--- config.mk ---
export PLATFORM = sky130hd
export DESIGN_NAME = rd_exec_ctrl
export DESIGN_NICKNAME = d
export VERILOG_FILES = /design/src/rtl/rd_exec_ctrl.sv
export SDC_FILE = /design/constraint.sdc
export NUM_CORES = 1
export LEC_CHECK = 0
export CAP_MARGIN = 20
export CORE_MARGIN = 2
export CORE_UTILIZATION = 35
export DETAILED_ROUTE_END_ITERATION = 6
export PLACE_DENSITY_LB_ADDON = 0.05
export SKIP_CTS_REPAIR_TIMING = 1
export SKIP_LAST_GASP = 1
export SYNTH_ARGS = -nofsm -noshare
export SYNTH_HDL_FRONTEND = slang
export SYNTH_SLANG_ARGS = --single-unit
--- constraint.sdc ---
create_clock -name clk -period 2.29 [get_ports clk]
set_clock_uncertainty 0.15 [all_clocks]
set_input_delay 0.458 -clock clk [delete_from_list [all_inputs] [get_ports clk]]
set_output_delay 0.458 -clock clk [all_outputs]
set_load 0.02 [all_outputs]
--- src/rtl/rd_exec_ctrl.sv ---
// Fetch/execute sequencer driving register-file reads, the ALU and writeback.
// Optional SINGLE_STEP_EN: one instruction per step pulse, then back to IDLE.
module rd_exec_ctrl (
    input  logic       clk,
    input  logic       clr_n,
    input  logic       run,
    input  logic       step,
    input  logic [7:0] instr,
    input  logic [7:0] x_in,
    input  logic [7:0] alu_res,
    output logic [7:0] PC,
    output logic [1:0] RA,
    output logic       rd,
    output logic [1:0] res_dest,
    output logic       enact,
    output logic [7:0] res_out,
    output logic [7:0] alu_a,
    output logic [7:0] alu_b,
    output logic [1:0] alu_m,
    output logic       busy,
    output logic       halted
);

    typedef enum logic [2:0] {
        S_IDLE, S_FETCH, S_RD_A, S_RD_B, S_EXEC, S_WB, S_HALT
    } state_t;

    localparam logic [1:0] C_ALU  = 2'b01;
    localparam logic [1:0] C_MOV  = 2'b10;
    localparam logic [1:0] C_HALT = 2'b11;

    state_t     state_q, state_d, end_st;
    logic [7:0] pc_q, pc_d, ir_q, ir_d;
    logic [7:0] a_q, a_d, b_q, b_d, res_q, res_d;
    logic [1:0] ra_q, ra_d, dest_q, dest_d, m_q, m_d;
    logic       rd_q, rd_d, en_q, en_d;
    logic       busy_q, busy_d, halt_q, halt_d;
    logic       go;

`ifdef SINGLE_STEP_EN
    assign go     = run & step;
    assign end_st = S_IDLE;
`else
    logic step_unused;
    assign step_unused = step;
    assign go     = run;
    assign end_st = run ? S_FETCH : S_IDLE;
`endif

    always_comb begin
        state_d = state_q;
        pc_d    = pc_q;
        ir_d    = ir_q;
        a_d     = a_q;
        b_d     = b_q;
        res_d   = res_q;
        case (state_q)
            S_IDLE: if (go) state_d = S_FETCH;
            S_FETCH: begin
                ir_d = instr;
                pc_d = pc_q + 8'd1;
                case (instr[7:6])
                    C_ALU:   state_d = S_RD_A;
                    C_MOV:   state_d = S_RD_B;
                    C_HALT:  state_d = S_HALT;
                    default: state_d = end_st;
                endcase
            end
            S_RD_A: begin
                a_d     = x_in;
                state_d = S_RD_B;
            end
            S_RD_B: begin
                b_d = x_in;
                if (ir_q[7:6] == C_MOV) begin
                    res_d   = x_in;
                    state_d = S_WB;
                end else begin
                    state_d = S_EXEC;
                end
            end
            S_EXEC: begin
                res_d   = alu_res;
                state_d = S_WB;
            end
            S_WB:    state_d = end_st;
            S_HALT:  state_d = S_HALT;
            default: state_d = S_IDLE;
        endcase
    end

    // Strobes are decoded from the next state so they register alongside it.
    always_comb begin
        ra_d   = 2'd0;
        rd_d   = 1'b0;
        m_d    = 2'd0;
        dest_d = 2'd0;
        en_d   = 1'b0;
        case (state_d)
            S_RD_A: begin
                ra_d = ir_d[3:2];
                rd_d = 1'b1;
            end
            S_RD_B: begin
                ra_d = ir_d[1:0];
                rd_d = 1'b1;
            end
            S_EXEC: m_d = ir_d[5:4];
            S_WB: begin
                dest_d = ir_d[3:2];
                en_d   = 1'b1;
            end
            default: ;
        endcase
        busy_d = (state_d != S_IDLE) && (state_d != S_HALT);
        halt_d = (state_d == S_HALT);
    end

    always_ff @(posedge clk or negedge clr_n) begin
        if (!clr_n) begin
            state_q <= S_IDLE;
            pc_q    <= 8'h00;
            ir_q    <= 8'h00;
            a_q     <= 8'h00;
            b_q     <= 8'h00;
            res_q   <= 8'h00;
            ra_q    <= 2'd0;
            rd_q    <= 1'b0;
            m_q     <= 2'd0;
            dest_q  <= 2'd0;
            en_q    <= 1'b0;
            busy_q  <= 1'b0;
            halt_q  <= 1'b0;
        end else begin
            state_q <= state_d;
            pc_q    <= pc_d;
            ir_q    <= ir_d;
            a_q     <= a_d;
            b_q     <= b_d;
            res_q   <= res_d;
            ra_q    <= ra_d;
            rd_q    <= rd_d;
            m_q     <= m_d;
            dest_q  <= dest_d;
            en_q    <= en_d;
            busy_q  <= busy_d;
            halt_q  <= halt_d;
        end
    end

    assign PC       = pc_q;
    assign RA       = ra_q;
    assign rd       = rd_q;
    assign res_dest = dest_q;
    assign enact    = en_q;
    assign res_out  = res_q;
    assign alu_a    = a_q;
    assign alu_b    = b_q;
    assign alu_m    = m_q;
    assign busy     = busy_q;
    assign halted   = halt_q;

endmodule

==> qor.yml <==
met2_usage: 0.254
clock-sinks: 53
drt-total-wl_um: 4770
drc: 0
place_hpwl_um: 3630
synth.avg_cell_area_sq_um: 12.9
final.period_utilization: 0.861
antenna_found_initial: 0
synth.net_count: 199
grt_max_degree: 29
r2r_setup_slack_ps: 360
total_leakage_power_nw: 1.35
synth_fa_ha_area_frac: 0.00571
drive_gt1_frac: 0.202
ir_worst_vdd_mv: 0.569
r2r_end: "RA[1]$_DFF_PN0_"
setup_tns_ps: 0
cp-end-kind: "output port"
grt_pass1_wl_um: 8070
ys_seq_area_frac: 0.605
cts_max_path_buffers: 2
ys_seq_elements: 53
nFillCells: 530
status: "finished clean"
reg2reg_depth: 5
crit_fanout: 5
boundaryPins: 70
fp.dieH_um: 83.1
start_util: 0.366
maxSlewHeadroom: 0.591
crit_path_top_delay_cell: "clkdlybuf4s50_1"
syn_to_final_growth_pct: 39.3
async_flop_share: 1.00
gr-usage-met1: 0.170
port_buffers: 68
pre_cts_slack_ps: 123
path_delay_family: "buffers and inverters"
grt_usage: 0.145
fin_util: 0.509
synthSimpleGateAreaFrac: 0.0988
antenna_cells: 0
drt_iter0_drc: 75
tightestPinTransition_ps: 614
cpPeakStageDelay_ps: 630
synthesis.area_sq_um: 2190
rows: 28
start_kind: "flip-flop"
cp.arrival_ps: 1360
fp.dieW_um: 83.1
synth_mux_area_frac: 0.127
synth.area.top_cells: "dfrtp_1 (61%), mux2_2 (11%), buf_6 (2.1%)"
rr_startpoint: "state_q[0]$_DFF_PN0_"
worst-path-buf-inv: 1
cts-root-buf: "clkbuf_8"
cp.depth: 1
synth_top_family_by_area: "multiplexers"
maxSlewViolCount: 0
postLayoutCellArea_sq_um: 3050
setup_viol: 0
cp.required_ps: 1680
fin_nets: 276
vias: 1550
overflow: 0
place_congestion: 0.777
synth_top_cell_area_share: 0.605
period_needed_ps: 1970
layout_setup_ws_ps: 319
yosysWarnings: 0
final_cell_mix: "clkdlybuf4s50_1 (67), dfrtp_1 (53), mux2_2 (22), inv_1 (12), nand2_1 (12)"
yosys.area.top_type: "dfrtp_1"
ys.flop_type: "dfrtp_1"
clk_transition_reported_paths_ps: 90
rsz0062_at_grt: "no"
synth_compound_area_frac: 0.0822
cellPowerDensity_nw_per_um2: 1390
cts_tree: "yes"
insertion_delay_ps: 300
synth-edff-count: 0
via_per_inst: 4.80
seq_area_sq_um: 1330
place_area_sq_um: 2970
critPathKind: "flip-flop to output port"
synth_xor_area_frac: 0.0320
worstHoldPathType: "input port to asynchronous set/reset pin"
met3_usage: 0.0497
cts_buffers: 5
drt-pass1-iter-count: 2
design.core.area_sq_um: 5990
critPathLaunch: "PC[3]$_DFFE_PN0N_"
drv_cap: 0
ant_nets: 0
critPathCapture: "PC[3]"
postSynthCellCount: 170
clock.fmax_ghz: 0.507
avgRoutedWirePerCell_um: 14.8
yosysUniqueCellTypes: 36
die_area_sq_um: 6910
total_power_mw: 4.24
layout_commonest_cell: "clkdlybuf4s50_1"
multi_input_area_sq_um: 757
grt_busiest_layer: "met2"
htree_levels: 2
crit_path_cell_trace: "clkdlybuf4s50_1"
grt_pass1_vias: 1673
hold_viol_final: 0
-- kinds of logic after synthesis --
group                    count (synthesis)
XOR/XNOR                                 8
buffers and inverters                   19
adder cells (fa/ha/maj)                  1
AO/OA/AOI/OAI                           28
AND/OR/NAND/NOR                         36
flip-flops                              53
multiplexers                            25
-- layer usage --
| layer | vias up | part of all wire |
|---|---|---|
| li1 | 744 | - |
| met1 | 759 | 0.41 |
| met2 | 43 | 0.53 |
| met3 | 4 | 0.056 |
| met4 | 0 | 0.0094 |
| met5 | - | 0 |
-- area by class of cell --
class / count / area share
timing repair buffer: 77 / 0.244
clock inverter: 3 / 0.00574
sequential: 53 / 0.435
tap: 75 / 0.0308
multi-input combinational: 98 / 0.248
inverter: 12 / 0.0148
clock buffer: 5 / 0.0226
-- registers in the layout, indices dropped and copies added, names as in the netlist --
name	flops
PC	8
RA	2
alu_a	8
alu_b	8
alu_m	2
busy	1
enact	1
halted	1
ir_q	8
rd	1
res_dest	2
res_out	8
state_q	3
-- worst min path at each step --
stage	cells after the start	slack, ps	end
after global placement	2	310	res_out[5]$_DFFE_PN0P_
final	1	20	ir_q[6]$_DFFE_PN0N_
after CTS	1	30	state_q[1]$_DFF_PN0_
after detailed placement	2	310	res_out[5]$_DFFE_PN0P_
after global routing	1	50	ir_q[2]$_DFF_PN0_
after floorplan	0	10	PC[0]$_DFFE_PN0N_
-- where the power goes --
group | total [mW] | leakage [nW] | switching (mW) | internal [mW]
Combinational | 2.10 | 0.658 | 1.02 | 1.08
Sequential | 1.64 | 0.650 | 0.288 | 1.35
Clock | 0.500 | 0.0439 | 0.288 | 0.211
Total | 4.24 | 1.35 | 1.60 | 2.64
-- through the flow --
| stage | cells | hold WS (ps) |
|---|---|---|
| 6_report | 323 | 17.4 |
| 5_1_grt | 323 | 45.5 |
| 4_1_cts | 323 | 25.7 |
| 3_5_place_dp | 315 | 312 |
| 3_3_place_gp | 315 | 310 |
| 2_1_floorplan | 170 | 12.4 |
-- cells in the mapped netlist (3+ instances only) --
cell and instances:
o22ai_1 4, nor2_1 3, xor2_1 3, nand3_1 3, a21oi_1 7, nand2_1 12, mux2_2 22, a22oi_1 5
buf_6 4, mux2i_1 3, dfrtp_1 53, inv_1 12, o21ai_0 5, xnor2_1 5
Note: power is estimated with default switching activity, not from simulation.
